==> src/rtl/v850_mem_pkg.sv <==
// Shared types and constants for the V850 pipeline to DDR3 user-interface arbiter.
// The beat is eight 32-bit lanes; the byte mask carries one bit per byte of the beat.
package v850_mem_pkg;

  localparam int unsigned LANES  = 8;
  localparam int unsigned BEAT_W = LANES * 32;
  localparam int unsigned MASK_W = LANES * 4;

  localparam logic [2:0] DDR_CMD_RD = 3'b001;
  localparam logic [2:0] DDR_CMD_WR = 3'b000;

  typedef enum logic [2:0] {
    StInit,
    StIdle,
    StCmd,
    StWdata,
    StRwait,
    StAck
  } state_e;

  typedef enum logic {
    GNT_IF,
    GNT_MEM
  } grant_e;

endpackage

==> src/rtl/v850_ddr_lane.sv <==
// Lane steering between the 32/64-bit pipeline ports and the 256-bit DDR beat:
// write replication and byte-mask generation, read lane/doubleword extraction.
module v850_ddr_lane
  import v850_mem_pkg::*;
(
  input  logic [2:0]        wr_lane,
  input  logic [31:0]       wr_word,
  input  logic [3:0]        wr_be,
  input  logic [2:0]        rd_lane,
  input  logic [1:0]        rd_dword_sel,
  input  logic [BEAT_W-1:0] rd_beat,
  output logic [BEAT_W-1:0] wr_beat,
  output logic [MASK_W-1:0] wr_mask,
  output logic [31:0]       rd_word,
  output logic [63:0]       rd_dword
);

  always_comb begin
    wr_beat = {LANES{wr_word}};
    wr_mask = '1;
    // Only the addressed lane is opened; a mask bit of 1 suppresses that byte.
    for (int i = 0; i < LANES; i++) begin
      if (wr_lane == 3'(i)) begin
        wr_mask[4*i +: 4] = ~wr_be;
      end
    end
    rd_word  = rd_beat[{rd_lane, 5'd0} +: 32];
    rd_dword = rd_beat[{rd_dword_sel, 6'd0} +: 64];
  end

endmodule

==> src/rtl/v850_ddr_arbiter.sv <==
// Two-port arbiter and single-beat BL8 sequencer between the V850 fetch/memory
// stages and the DDR3 IP user interface. One transaction in flight; all outputs registered.
module v850_ddr_arbiter
  import v850_mem_pkg::*;
#(
  parameter int unsigned DDR_ADDR_W = 29,
  parameter int unsigned DDR_DATA_W = 256
) (
  input  logic                  clk,
  input  logic                  rst_n,
  input  logic                  init_calib_complete,
  input  logic                  if_req,
  input  logic [31:0]           if_addr,
  output logic                  if_ack,
  output logic [63:0]           if_rdata,
  input  logic                  mem_req,
  input  logic                  mem_we,
  input  logic [31:0]           mem_addr,
  input  logic [31:0]           mem_wdata,
  input  logic [3:0]            mem_be,
  output logic                  mem_ack,
  output logic [31:0]           mem_rdata,
  output logic [2:0]            ddr_cmd,
  output logic                  ddr_en,
  input  logic                  ddr_rdy,
  output logic [DDR_ADDR_W-1:0] mem_addr_o,
  output logic [DDR_DATA_W-1:0] ddr_write_data,
  output logic                  ddr_write_en,
  output logic                  ddr_write_data_end,
  output logic [31:0]           app_wdf_mask,
  input  logic                  ddr_write_rdy,
  input  logic [DDR_DATA_W-1:0] ddr_read_data,
  input  logic                  ddr_read_data_valid,
  output logic                  app_burst
);

  state_e                state_q, state_d;
  grant_e                gnt_q, gnt_d;
  grant_e                last_q, last_d;
  logic                  we_q, we_d;
  logic [2:0]            rd_sel_q, rd_sel_d;
  logic [2:0]            cmd_q, cmd_d;
  logic [DDR_ADDR_W-1:0] ddr_addr_q, ddr_addr_d;
  logic [DDR_DATA_W-1:0] wbeat_q, wbeat_d;
  logic [31:0]           mask_q, mask_d;
  logic [63:0]           if_rdata_q, if_rdata_d;
  logic [31:0]           mem_rdata_q, mem_rdata_d;
  logic                  en_q, en_d;
  logic                  wen_q, wen_d;
  logic                  if_ack_q, if_ack_d;
  logic                  mem_ack_q, mem_ack_d;

  logic                  pick_mem;
  logic [31:0]           sel_addr;
  logic [BEAT_W-1:0]     lane_wbeat;
  logic [MASK_W-1:0]     lane_mask;
  logic [31:0]           lane_word;
  logic [63:0]           lane_dword;
  logic                  unused_addr;

  v850_ddr_lane u_lane (
    .wr_lane      (mem_addr[4:2]),
    .wr_word      (mem_wdata),
    .wr_be        (mem_be),
    .rd_lane      (rd_sel_q),
    .rd_dword_sel (rd_sel_q[2:1]),
    .rd_beat      (ddr_read_data),
    .wr_beat      (lane_wbeat),
    .wr_mask      (lane_mask),
    .rd_word      (lane_word),
    .rd_dword     (lane_dword)
  );

  // Byte-offset bits and bit 31 play no part in the DDR column/row address.
  assign unused_addr = ^{sel_addr[31], sel_addr[1:0]};

  always_comb begin
    // On contention the port not served last wins.
    pick_mem    = mem_req && (!if_req || (last_q == GNT_IF));
    sel_addr    = pick_mem ? mem_addr : if_addr;

    state_d     = state_q;
    gnt_d       = gnt_q;
    last_d      = last_q;
    we_d        = we_q;
    rd_sel_d    = rd_sel_q;
    cmd_d       = cmd_q;
    ddr_addr_d  = ddr_addr_q;
    wbeat_d     = wbeat_q;
    mask_d      = mask_q;
    if_rdata_d  = if_rdata_q;
    mem_rdata_d = mem_rdata_q;

    unique case (state_q)
      StInit: begin
        if (init_calib_complete) state_d = StIdle;
      end
      StIdle: begin
        if (!init_calib_complete) begin
          state_d = StInit;
        end else if (if_req || mem_req) begin
          state_d    = StCmd;
          gnt_d      = pick_mem ? GNT_MEM : GNT_IF;
          we_d       = pick_mem && mem_we;
          rd_sel_d   = sel_addr[4:2];
          cmd_d      = (pick_mem && mem_we) ? DDR_CMD_WR : DDR_CMD_RD;
          ddr_addr_d = DDR_ADDR_W'({sel_addr[30:5], 3'b000});
          if (pick_mem && mem_we) begin
            wbeat_d = lane_wbeat;
            mask_d  = lane_mask;
          end
        end
      end
      StCmd: begin
        if (ddr_rdy) state_d = we_q ? StWdata : StRwait;
      end
      StWdata: begin
        if (ddr_write_rdy) state_d = StAck;
      end
      StRwait: begin
        if (ddr_read_data_valid) begin
          state_d = StAck;
          if (gnt_q == GNT_IF) if_rdata_d = lane_dword;
          else                 mem_rdata_d = lane_word;
        end
      end
      StAck: begin
        last_d  = gnt_q;
        state_d = StIdle;
      end
      default: state_d = StInit;
    endcase

    // Strobes are decoded from the next state so they appear registered.
    en_d      = (state_d == StCmd);
    wen_d     = (state_d == StWdata);
    if_ack_d  = (state_d == StAck) && (gnt_d == GNT_IF);
    mem_ack_d = (state_d == StAck) && (gnt_d == GNT_MEM);
  end

  always_ff @(posedge clk or negedge rst_n) begin
    if (!rst_n) begin
      state_q     <= StInit;
      gnt_q       <= GNT_IF;
      last_q      <= GNT_IF;
      we_q        <= 1'b0;
      rd_sel_q    <= '0;
      cmd_q       <= '0;
      ddr_addr_q  <= '0;
      wbeat_q     <= '0;
      mask_q      <= '1;
      if_rdata_q  <= '0;
      mem_rdata_q <= '0;
      en_q        <= 1'b0;
      wen_q       <= 1'b0;
      if_ack_q    <= 1'b0;
      mem_ack_q   <= 1'b0;
    end else begin
      state_q     <= state_d;
      gnt_q       <= gnt_d;
      last_q      <= last_d;
      we_q        <= we_d;
      rd_sel_q    <= rd_sel_d;
      cmd_q       <= cmd_d;
      ddr_addr_q  <= ddr_addr_d;
      wbeat_q     <= wbeat_d;
      mask_q      <= mask_d;
      if_rdata_q  <= if_rdata_d;
      mem_rdata_q <= mem_rdata_d;
      en_q        <= en_d;
      wen_q       <= wen_d;
      if_ack_q    <= if_ack_d;
      mem_ack_q   <= mem_ack_d;
    end
  end

  assign if_ack             = if_ack_q;
  assign if_rdata           = if_rdata_q;
  assign mem_ack            = mem_ack_q;
  assign mem_rdata          = mem_rdata_q;
  assign ddr_cmd            = cmd_q;
  assign ddr_en             = en_q;
  assign mem_addr_o         = ddr_addr_q;
  assign ddr_write_data     = wbeat_q;
  assign ddr_write_en       = wen_q;
  assign ddr_write_data_end = wen_q;
  assign app_wdf_mask       = mask_q;
  assign app_burst          = 1'b1;

endmodule

==> config.mk <==
export PLATFORM = sky130hd
export DESIGN_NAME = v850_ddr_arbiter
export DESIGN_NICKNAME = d
export VERILOG_FILES = /design/src/rtl/v850_mem_pkg.sv /design/src/rtl/v850_ddr_lane.sv /design/src/rtl/v850_ddr_arbiter.sv
export SDC_FILE = /design/constraint.sdc
export NUM_CORES = 1
export LEC_CHECK = 0
export BUFFER_PORTS_ARGS = -buffer_cell sky130_fd_sc_hd__buf_2
export CORE_AREA = 2 2 310 312
export CTS_BUF_LIST = sky130_fd_sc_hd__clkbuf_4
export CTS_CLUSTER_SIZE = 28
export DETAILED_ROUTE_END_ITERATION = 10
export DIE_AREA = 0 0 312 314
export GPL_TIMING_DRIVEN = 1
export MAX_ROUTING_LAYER = met4
export PLACE_DENSITY = 0.42
export SLEW_MARGIN = 20
export SYNTH_ARGS = -nofsm -noshare
export SYNTH_HDL_FRONTEND = slang
export SYNTH_SLANG_ARGS = --single-unit
export TNS_END_PERCENT = 5
==> constraint.sdc <==
create_clock -name clk -period 2.01 [get_ports clk]
set_input_delay 0.402 -clock clk [delete_from_list [all_inputs] [get_ports clk]]
set_output_delay 0.402 -clock clk [all_outputs]
set_load 0.01 [all_outputs]
==> impl_metrics.toml, run 1 <==
[worst_setup_path]
crit_fanout = 2
crit_family = "flip-flops"
critPathMaxStageDelay_ns = 0.58
crit_arrival_ns = 1.52
startpoint_type = "flip-flop"
rrSetupSlack_ns = 0.11
critPathKind = "flip-flop to output port"
ff2ff_path_depth = 4
endpoint_kind = "output port"
cp_slowest_cell = "dfstp_2"
timing.rr.start = "rd_sel_q[1]$_DFFE_PN0P_"
path_buf_inv = 1
crit_path_cell_trace = "buf_6"
cp.required_ns = 1.61
r2r_end = "if_rdata[59]$_DFFE_PN0P_"

[cts]
htree_num_levels = 4
cts_sinks = 200
path_clk_slew_ns = 0.19
clockBufferDepth = 2
cts_tree = "done"
cts-root-buf = "clkbuf_4"
cts_buffers = 17
clock_latency_ns = 0.83

[floorplan]
io_pins = 787
rows = 113
core-area_um2 = 94450
initial_core_util_pct = 13.76
die_h_um = 314
die_w_um = 312
die_area_um2 = 97970

[global_routing]
busiest_layer = "met2"
grt_pass1_wl_um = 79650
grt_pass1_vias = 12910
met3_usage_pct = 2.694
grt_use_total_pct = 11.10
use_met2_pct = 18.75
antenna_found_initial = 10
grt_max_degree = 65
overflow = 0
grtUsageMet1_pct = 12.31

[final_layout]
area_growth_pct = 63.94
drive_gt1_share_pct = 57.78
final_util_pct = 22.55
multiInputGateArea_um2 = 5801
final_nets = 2339
layout.area.seq_um2 = 5096
nFillCells = 10230
final_cell_area_um2 = 21300

[timing]
fin_hold_ws_ns = 0.1792
max_freq_mhz = 521.4
fin_crit_sh_pct = 95.42
setup_slack_ns = 0.09205
period_minus_slack_ns = 1.918
hold_violations = 0
rsz0062_at_grt = "yes"
fin_skew_ns = 0.05582
finalSetupTns_ns = 0
slew_viol_final = 0
setup_viol = 0

[place]
pre_cts_slack_ns = 0.1187
gp_congestion = 0.9537
placedInstanceArea_um2 = 16950
dpl.hpwl_um = 41380
portBuffers = 774

[drt]
antenna_left = 0
drt-initial-drc-count = 562
routed_wl_um = 55090
wl_per_cell_um = 16.86
via_count = 12160
firstDrtPassIters = 4
viasPerCell = 3.719
post-route-drc-count = 0

[pwr]
p_int_w = 0.01524
switching_power_w = 0.01139
clkPwrFrac_pct = 9.5
p_per_area_nw_per_um2 = 1250
power.share.switching_pct = 42.77
pwr-share-seq_pct = 29.8
combinationalPowerShare_pct = 60.7
ir_worst_vdd_mv = 0.5153
power.leakage_nw = 10.07

[synthesis]
synth_edf_count = 0
async_flop_share_pct = 100.0
ys.flop_type = "dfrtp_1"
synth_cells = 1059
ys_types = 37
ys_seq_area_share_pct = 38.83
syn_avg_cell_area_um2 = 12.27
syn_area_um2 = 12990
synth_seq_cells = 200
yosysWarnings = 0

[worst_hold_path]
whs_path_depth = 3
min-delay-start = "ddr_read_data[95]"
hp-class = "input pin to flip-flop"
min_to = "if_rdata[31]$_DFFE_PN0P_"

[job]
drv_cap = 0

[outcome]
status = "finished, final reports clean"
final cells by class:
type                            instances  area share (%)
Inverter                                5         0.08811
Clock buffer                           17          0.5992
Sequential cell                       200           23.93
Tap cell                             1265           7.431
Multi-Input combinational cell        552           27.23
Antenna cell                           16          0.1880
Clock inverter                         15          0.8811
Timing Repair Buffer                 1198           39.66
flip-flops by register name, indices dropped and copies added, names as in the netlist, 3 cells and up:
signal,flops
if_rdata,64
app_wdf_mask,32
ddr_write_data,32
mem_rdata,32
mem_addr_o,26
rd_sel_q,3
state_q,3
what timing repair did:
action,CTS,global route
setup endpoints to repair,291,217
endpoints found under the hold margin,390,0
pin swaps,0,0
setup buffers,2,0
hold buffers,371,0
gates resized for setup,80,8
power by group through the flow:
stage | logic (W) | clock network [W] | registers [W]
CTS | 0.0164 | 0.00280 | 0.00795
finish | 0.0162 | 0.00252 | 0.00794
floorplan | 0.0107 | 0 | 0.00838
global placement | 0.0153 | 0 | 0.00778
detailed placement | 0.0154 | 0 | 0.00789
global route | 0.0173 | 0.00290 | 0.00828
stage by stage:
step	power, W	instances
after CTS	0.02717	3252
after detailed placement	0.02324	2847
after global routing	0.02851	3265
final	0.02663	3268
after floorplan	0.01913	1063
after global placement	0.02313	2847
worst max path at each step:
stage | to | cells past startpoint | startpoint | slack, ns
after floorplan | if_rdata[54]$_DFFE_PN0P_ | 4 | rd_sel_q[1]$_DFFE_PN0P_ | 0.41
after global placement | mem_rdata[0]$_DFFE_PN0P_ | 5 | rd_sel_q[1]$_DFFE_PN0P_ | 0.14
after detailed placement | mem_rdata[11]$_DFFE_PN0P_ | 5 | rd_sel_q[1]$_DFFE_PN0P_ | 0.12
after CTS | app_wdf_mask[17] | 1 | app_wdf_mask[17]$_DFFE_PN1P_ | -0.11
after global routing | app_wdf_mask[17] | 1 | app_wdf_mask[17]$_DFFE_PN1P_ | -0.08
final | app_wdf_mask[29] | 1 | app_wdf_mask[29]$_DFFE_PN1P_ | 0.09
cell usage after synthesis, drive strengths merged (5+ instances only):
library cell | instances | area (um^2)
dfstp | 32 | 840.8
a21o | 32 | 240.2
a31oi | 30 | 187.7
mux2i | 32 | 320.3
clkbuf | 25 | 93.84
a21oi | 34 | 170.2
inv | 5 | 18.77
o21ai | 32 | 160.2
nor3b | 5 | 37.54
nand2 | 98 | 367.9
dfrtp | 168 | 4204
buf | 281 | 2077
mux4 | 128 | 2883
nor2 | 39 | 153.9
mux2 | 97 | 1092
per-layer routing:
metal  wire length [um]  part of all wire [%]
met5                  0                     0
met4               1974                   3.6
met3               3389                   6.2
met2              28250                    51
met1              21470                    39
logic make-up (layout without fill, tap and decap cells):
family | count (synthesis) | count (layout) | share of synthesized area, %
mux | 257 | 257 | 33.06
simple gates | 156 | 156 | 5.066
buf+inv | 311 | 1235 | 16.85
other cells | 2 | 22 | 0.05780
flops | 200 | 200 | 38.83
compound gates | 133 | 133 | 6.134
layout by cell type (no fill, tap or decap), types with 5 or more instances in the layout:
| cell type | count |
|---|---|
| a31oi_1 | 30 |
| dfstp_2 | 32 |
| mux4_2 | 128 |
| dlygate4sd3_1 | 370 |
| buf_2 | 739 |
| conb_1 | 6 |
| a21o_1 | 32 |
| nor2_1 | 38 |
| mux2_2 | 85 |
| dfrtp_1 | 133 |
| clkbuf_4 | 17 |
| dfrtp_2 | 32 |
| mux2_1 | 12 |
| a21oi_1 | 33 |
| buf_4 | 34 |
| diode_2 | 16 |
| buf_6 | 35 |
| inv_1 | 5 |
| buf_12 | 19 |
| nor3b_1 | 5 |
| nand2_1 | 97 |
| o21ai_0 | 32 |
| mux2i_1 | 32 |
Power figures use the tool's default switching activity.
==> inputs of run 2 (changes only) <==
==> constraint.sdc (replaced) <==
create_clock -name clk -period 1.9 [get_ports clk]
set_input_delay 0.38 -clock clk [delete_from_list [all_inputs] [get_ports clk]]
set_output_delay 0.38 -clock clk [all_outputs]
set_load 0.01 [all_outputs]
==> impl_metrics.toml, run 2 (synthesis gave the netlist of run 1 again) <==
[pwr]
power.leakage_nw = 10.14
p_per_area_nw_per_um2 = 1326
ir_worst_vdd_mv = 0.5666

[drt]
wl_met3_um = 3667
via_count = 12200
routed_wl_um = 54790
viasPerCell = 3.742
firstDrtPassIters = 7
post-route-drc-count = 0
antenna_left = 0
drt-initial-drc-count = 561
wl_per_cell_um = 16.81
wl_met1_um = 21510
highest_layer = "met4"
met2WireLength_um = 27670

[final_layout]
final_common_cell = "buf_2"
final_nets = 2335
nFillCells = 10150
area_growth_pct = 66.18
drive_gt1_share_pct = 58.25
layout.cells.non_filler = 3260
final_cell_area_um2 = 21590
largest_reg_flops = 64
layout_common_cells = "680 x buf_2, 362 x dlygate4sd3_1, 131 x dfrtp_1"

[timing]
finalSetupTns_ns = -0.007598
fin_crit_sh_pct = 100.4
setup_slack_ns = -0.007598
hold_violations = 0
slew_viol_final = 0
rsz0062_at_grt = "yes"
period_minus_slack_ns = 1.908
setup_viol = 1
fin_skew_ns = 0.03700
max_freq_mhz = 524.2

[worst_setup_path]
crit_fanout = 2
crit_path_cell_trace = "buf_6"
cp_slowest_cell = "dfstp_2"
cp.required_ns = 1.52
endpoint_kind = "output port"
crit_arrival_ns = 1.53
critPathKind = "flip-flop to output port"
startpoint_type = "flip-flop"
path_buf_inv = 1
critPathMaxStageDelay_ns = 0.58
crit_family = "flip-flops"

[global_routing]
overflow = 0
grt_pass1_vias = 12820
antenna_found_initial = 8
grt_max_degree = 65
grt_pass1_wl_um = 79120
grt_use_total_pct = 11.09

[floorplan]
die_w_um = 312
initial_core_util_pct = 13.76
io_pins = 787
core-area_um2 = 94450
die_area_um2 = 97970
rows = 113
die_h_um = 314

[cts]
cts_tree = "done"
cts_buffers = 17
path_clk_slew_ns = 0.20
cts_sinks = 200
cts-root-buf = "clkbuf_4"
clockBufferDepth = 2
clock_latency_ns = 0.82
htree_num_levels = 4

[place]
dpl.hpwl_um = 41140
portBuffers = 774
gp_congestion = 0.9502
pre_cts_slack_ns = -0.009387
placed_cells_incl_taps = 2850
placedInstanceArea_um2 = 16960

[outcome]
status = "complete, but fails checks"
violations = "negative setup slack"

[worst_hold_path]
hp-class = "input pin to flip-flop"

[job]
drv_cap = 0
==> run 2: cell types whose count changed in the layout (fill, tap and decap cells not counted), sizes merged <==
cell / previous run / this run
clkinv: 7 / 9
dlymetal6s4s: 0 / 1
dlygate4sd3: 370 / 362
bufinv: 1 / 0
buf: 828 / 831
inv: 12 / 10
clkinvlp: 0 / 1
diode: 16 / 12
==> run 2: routing by layer <==
metal,vias to the layer above,track usage [%]
met2,567,18.62
li1,5442,-
met5,-,-
met4,0,4.873
met1,6080,12.22
met3,109,3.195
==> run 2: path summary, 6_finish.rpt <==
kind,start,slack (ns),cells after the start,end
max,app_wdf_mask[31]$_DFFE_PN1P_,-0.008,1,app_wdf_mask[31]
min,ddr_read_data[159],0.17,3,if_rdata[31]$_DFFE_PN0P_
max reg2reg,rd_sel_q[1]$_DFFE_PN0P_,0.04,5,mem_rdata[21]$_DFFE_PN0P_
min reg2reg,mem_rdata[0]$_DFFE_PN0P_,0.50,2,mem_rdata[0]$_DFFE_PN0P_
max in group asynchronous,rst_n,1.33,3,app_wdf_mask[6]$_DFFE_PN1P_
min in group asynchronous,rst_n,0.22,3,ddr_en$_DFF_PN0_
==> run 2: layout make-up <==
type                            count  area [um^2]  share of cell area [%]
Clock buffer                       17        127.6                  0.5911
Clock inverter                     15        163.9                  0.7592
Sequential cell                   200         5099                   23.61
Inverter                            5        18.77                 0.08693
Tap cell                         1265         1583                   7.331
Antenna cell                       12        30.03                  0.1391
Timing Repair Buffer             1194         8762                   40.58
Multi-Input combinational cell    552         5807                   26.90
==> run 2: repair_timing <==
item | in CTS | in global routing
setup endpoints to repair | 424 | 404
buffers inserted | 2 | 0
hold buffers | 364 | 0
hold endpoints to repair | 399 | 0
resized for setup | 135 | 24
==> run 2: per-stage QoR <==
| stage | total power [W] | util, % | hold WS [ns] |
|---|---|---|---|
| after floorplan | 0.02023 | - | 0.08441 |
| after global placement | 0.02435 | 17.95 | 0.3078 |
| after detailed placement | 0.02442 | 17.95 | 0.3243 |
| after CTS | 0.02903 | 22.71 | 0.01059 |
| after global routing | 0.03056 | 22.85 | 0.02268 |
| final | 0.02864 | 22.86 | 0.1722 |
==> run 2: report_power, final <==
part | switching (W) | total (W) | internal [W]
clock network | 0.00193 | 0.00253 | 0.000599
logic | 0.00812 | 0.0175 | 0.00939
registers | 0.00206 | 0.00860 | 0.00654
==> inputs of run 3 (changes only) <==
--- a/config.mk
+++ b/config.mk
@@ -5,12 +5,13 @@
 export SDC_FILE = /design/constraint.sdc
 export NUM_CORES = 1
 export LEC_CHECK = 0
+export ABC_AREA = 1
 export BUFFER_PORTS_ARGS = -buffer_cell sky130_fd_sc_hd__buf_2
-export CORE_AREA = 2 2 310 312
+export CORE_AREA = 2 2 309 311
 export CTS_BUF_LIST = sky130_fd_sc_hd__clkbuf_4
 export CTS_CLUSTER_SIZE = 28
 export DETAILED_ROUTE_END_ITERATION = 10
-export DIE_AREA = 0 0 312 314
+export DIE_AREA = 0 0 311 313
 export GPL_TIMING_DRIVEN = 1
 export MAX_ROUTING_LAYER = met4
 export PLACE_DENSITY = 0.42
==> impl_metrics.toml, run 3 <==
[outcome]
status = "complete, but fails checks"
violations = "negative setup slack"

[floorplan]
initial_core_util_pct = 13.66
rows = 113
die_w_um = 311
core-area_um2 = 94160
die_area_um2 = 97340
die_h_um = 313
io_pins = 787

[synthesis]
syn_area_um2 = 12860
synth_seq_cells = 200
ys_seq_area_share_pct = 39.22
synth_edf_count = 0
syn_avg_cell_area_um2 = 6.930
synth_top_cells_by_count = "785 x nand2_1, 234 x buf_4, 201 x nand3_1"
async_flop_share_pct = 100.0
yosys-top-cells-area = "dfrtp_1 33%, nand2_1 23%, buf_4 14%, nand3_1 7.8%, dfstp_2 6.5%"
synth.most_common_cell = "nand2_1"
yosysWarnings = 0
ys.flop_type = "dfrtp_1"
synth_top_area_cell = "dfrtp_1"
ys_types = 25
synth_top_area_share_pct = 32.68
synth_cells = 1856

[worst_setup_path]
crit_fanout = 9
crit_family = "flip-flops"
startpoint_type = "flip-flop"
critPathKind = "flip-flop to output port"
rrSetupSlack_ns = 0.12
path_buf_inv = 1
critPathMaxStageDelay_ns = 0.55
cp_slowest_cell = "dfrtp_2"
ff2ff_path_depth = 8
crit_arrival_ns = 1.56
crit_path_cell_trace = "buf_2"
endpoint_kind = "output port"
timing.rr.start = "state_q[2]$_DFF_PN0_"
r2r_end = "if_rdata[48]$_DFFE_PN0P_"
cp.required_ns = 1.52

[drt]
wl_per_cell_um = 16.16
viasPerCell = 3.742
via_count = 15030
drt-initial-drc-count = 820
routed_wl_um = 64910
firstDrtPassIters = 5
post-route-drc-count = 0
antenna_left = 0

[timing]
setup_viol = 156
period_minus_slack_ns = 1.937
worst_pin_slew_ns = 0.6407
rsz0062_at_grt = "yes"
max_freq_mhz = 516.3
fin_hold_ws_ns = 0.2369
slew_viol_final = 0
hold_violations = 0
fin_skew_ns = 0.04463
fin_crit_sh_pct = 101.9
setup_slack_ns = -0.03680
relSlewSlack_pct = 57.29

[worst_hold_path]
min_to = "if_rdata[21]$_DFFE_PN0P_"
hp-class = "input pin to flip-flop"
min-delay-start = "ddr_read_data[149]"
whs_path_depth = 5

[final_layout]
drive_gt1_share_pct = 34.71
final_nets = 3098
largest_reg_flops = 64
area_growth_pct = 66.62
final_common_cell = "nand2_1"
layout_common_cells = "784 x nand2_1, 678 x buf_2, 364 x dlygate4sd3_1"
final_cell_area_um2 = 21430
nFillCells = 10580

[cts]
cts_buffers = 17
path_clk_slew_ns = 0.23
cts_tree = "done"
cts_sinks = 200
clock_latency_ns = 0.82
clockBufferDepth = 2
cts-root-buf = "clkbuf_4"
htree_num_levels = 4

[pwr]
p_total_w = 0.02852
power.leakage_nw = 11.22
ir_worst_vdd_mv = 0.5017
p_per_area_nw_per_um2 = 1331

[job]
drv_cap = 0

[global_routing]
grt_pass1_wl_um = 96060
grt_max_degree = 114
grt_pass1_vias = 15390
antenna_found_initial = 7
grt_use_total_pct = 13.39
overflow = 0

[place]
pre_cts_slack_ns = 0.1788
portBuffers = 774
placedInstanceArea_um2 = 16730
dpl.hpwl_um = 47140
gp_congestion = 0.8856
[run 3: how the worst max path moves through the flow]
| stage | from | end | slack (ns) | cells past startpoint |
|---|---|---|---|---|
| 2_1_floorplan | state_q[1]$_DFF_PN0_ | ddr_write_data[231]$_DFFE_PN0P_ | 0.55 | 8 |
| 6_report | ddr_write_data[227]$_DFFE_PN0P_ | ddr_write_data[99] | -0.04 | 1 |
| 3_5_place_dp | rd_sel_q[1]$_DFFE_PN0P_ | if_rdata[55]$_DFFE_PN0P_ | 0.18 | 7 |
| 4_1_cts | ddr_write_data[247]$_DFFE_PN0P_ | ddr_write_data[119] | -0.24 | 2 |
| 5_1_grt | ddr_write_data[247]$_DFFE_PN0P_ | ddr_write_data[247] | -0.21 | 2 |
| 3_3_place_gp | rd_sel_q[1]$_DFFE_PN0P_ | mem_rdata[20]$_DFFE_PN0P_ | 0.20 | 9 |
[run 3: cell families (layout without fill, tap and decap cells)]
family	after synthesis	in the layout	share of synthesized area, %
AO/OA/AOI/OAI	225	225	8.833
AND/OR/NAND/NOR	1065	1065	33.44
other	2	12	0.05839
buffers and inverters	364	1250	18.44
flip-flops	200	200	39.22
[run 3: area by class of cell]
type                            count  area [um^2]  area share [%]
Inverter                           22        87.58          0.4087
Clock buffer                       17        127.6          0.5955
Sequential cell                   200         5094           23.77
Tap cell                         1265         1583           7.386
Multi-Input combinational cell   1296         5495           25.64
Timing Repair Buffer             1196         8838           41.24
Antenna cell                        6        15.01         0.07006
Clock inverter                     15        190.2          0.8874
[run 3: stage by stage]
step / instances / setup TNS [ns] / utilization, %
3_5_place_dp: 3611 / 0 / 17.76
5_1_grt: 4016 / -48.02 / 22.76
3_3_place_gp: 3611 / 0 / 17.76
2_1_floorplan: 1860 / 0 / -
4_1_cts: 4011 / -61.03 / 22.65
6_report: 4017 / -2.190 / 22.76
[run 3: timing repair]
item / CTS / global route
pin swaps: 0 / 1
hold buffers: 366 / 0
setup buffers: 2 / 0
resized for setup: 145 / 21
hold endpoints to repair: 374 / 0
cloned: 0 / 0
endpoints found under the setup margin: 412 / 367
[run 3: worst reg2reg max path, cell delays in order, from the launching register on]
cell and delay, ns:
dfrtp_1 0.52, inv_2 0.10, nor2_4 0.12, nand2_2 0.08, nor2_4 0.12, nand2_4 0.07
buf_12 0.18, nand2_1 0.34, o21ai_1 0.08
[run 3: power breakdown]
part | switching, W | internal, W
Combinational | 0.0102 | 0.00729
Sequential | 0.00190 | 0.00638
Clock | 0.00208 | 0.000666
[run 3: routing by layer]
| metal | GRT usage [%] | share of wire (%) | routed length (um) | up-vias |
|---|---|---|---|---|
| li1 | - | - | - | 7441 |
| met1 | 16.53 | 45 | 29130 | 7010 |
| met2 | 21.22 | 47 | 30330 | 500 |
| met3 | 2.805 | 5.4 | 3498 | 82 |
| met4 | 5.567 | 3.0 | 1957 | 0 |
| met5 | - | 0 | 0 | - |
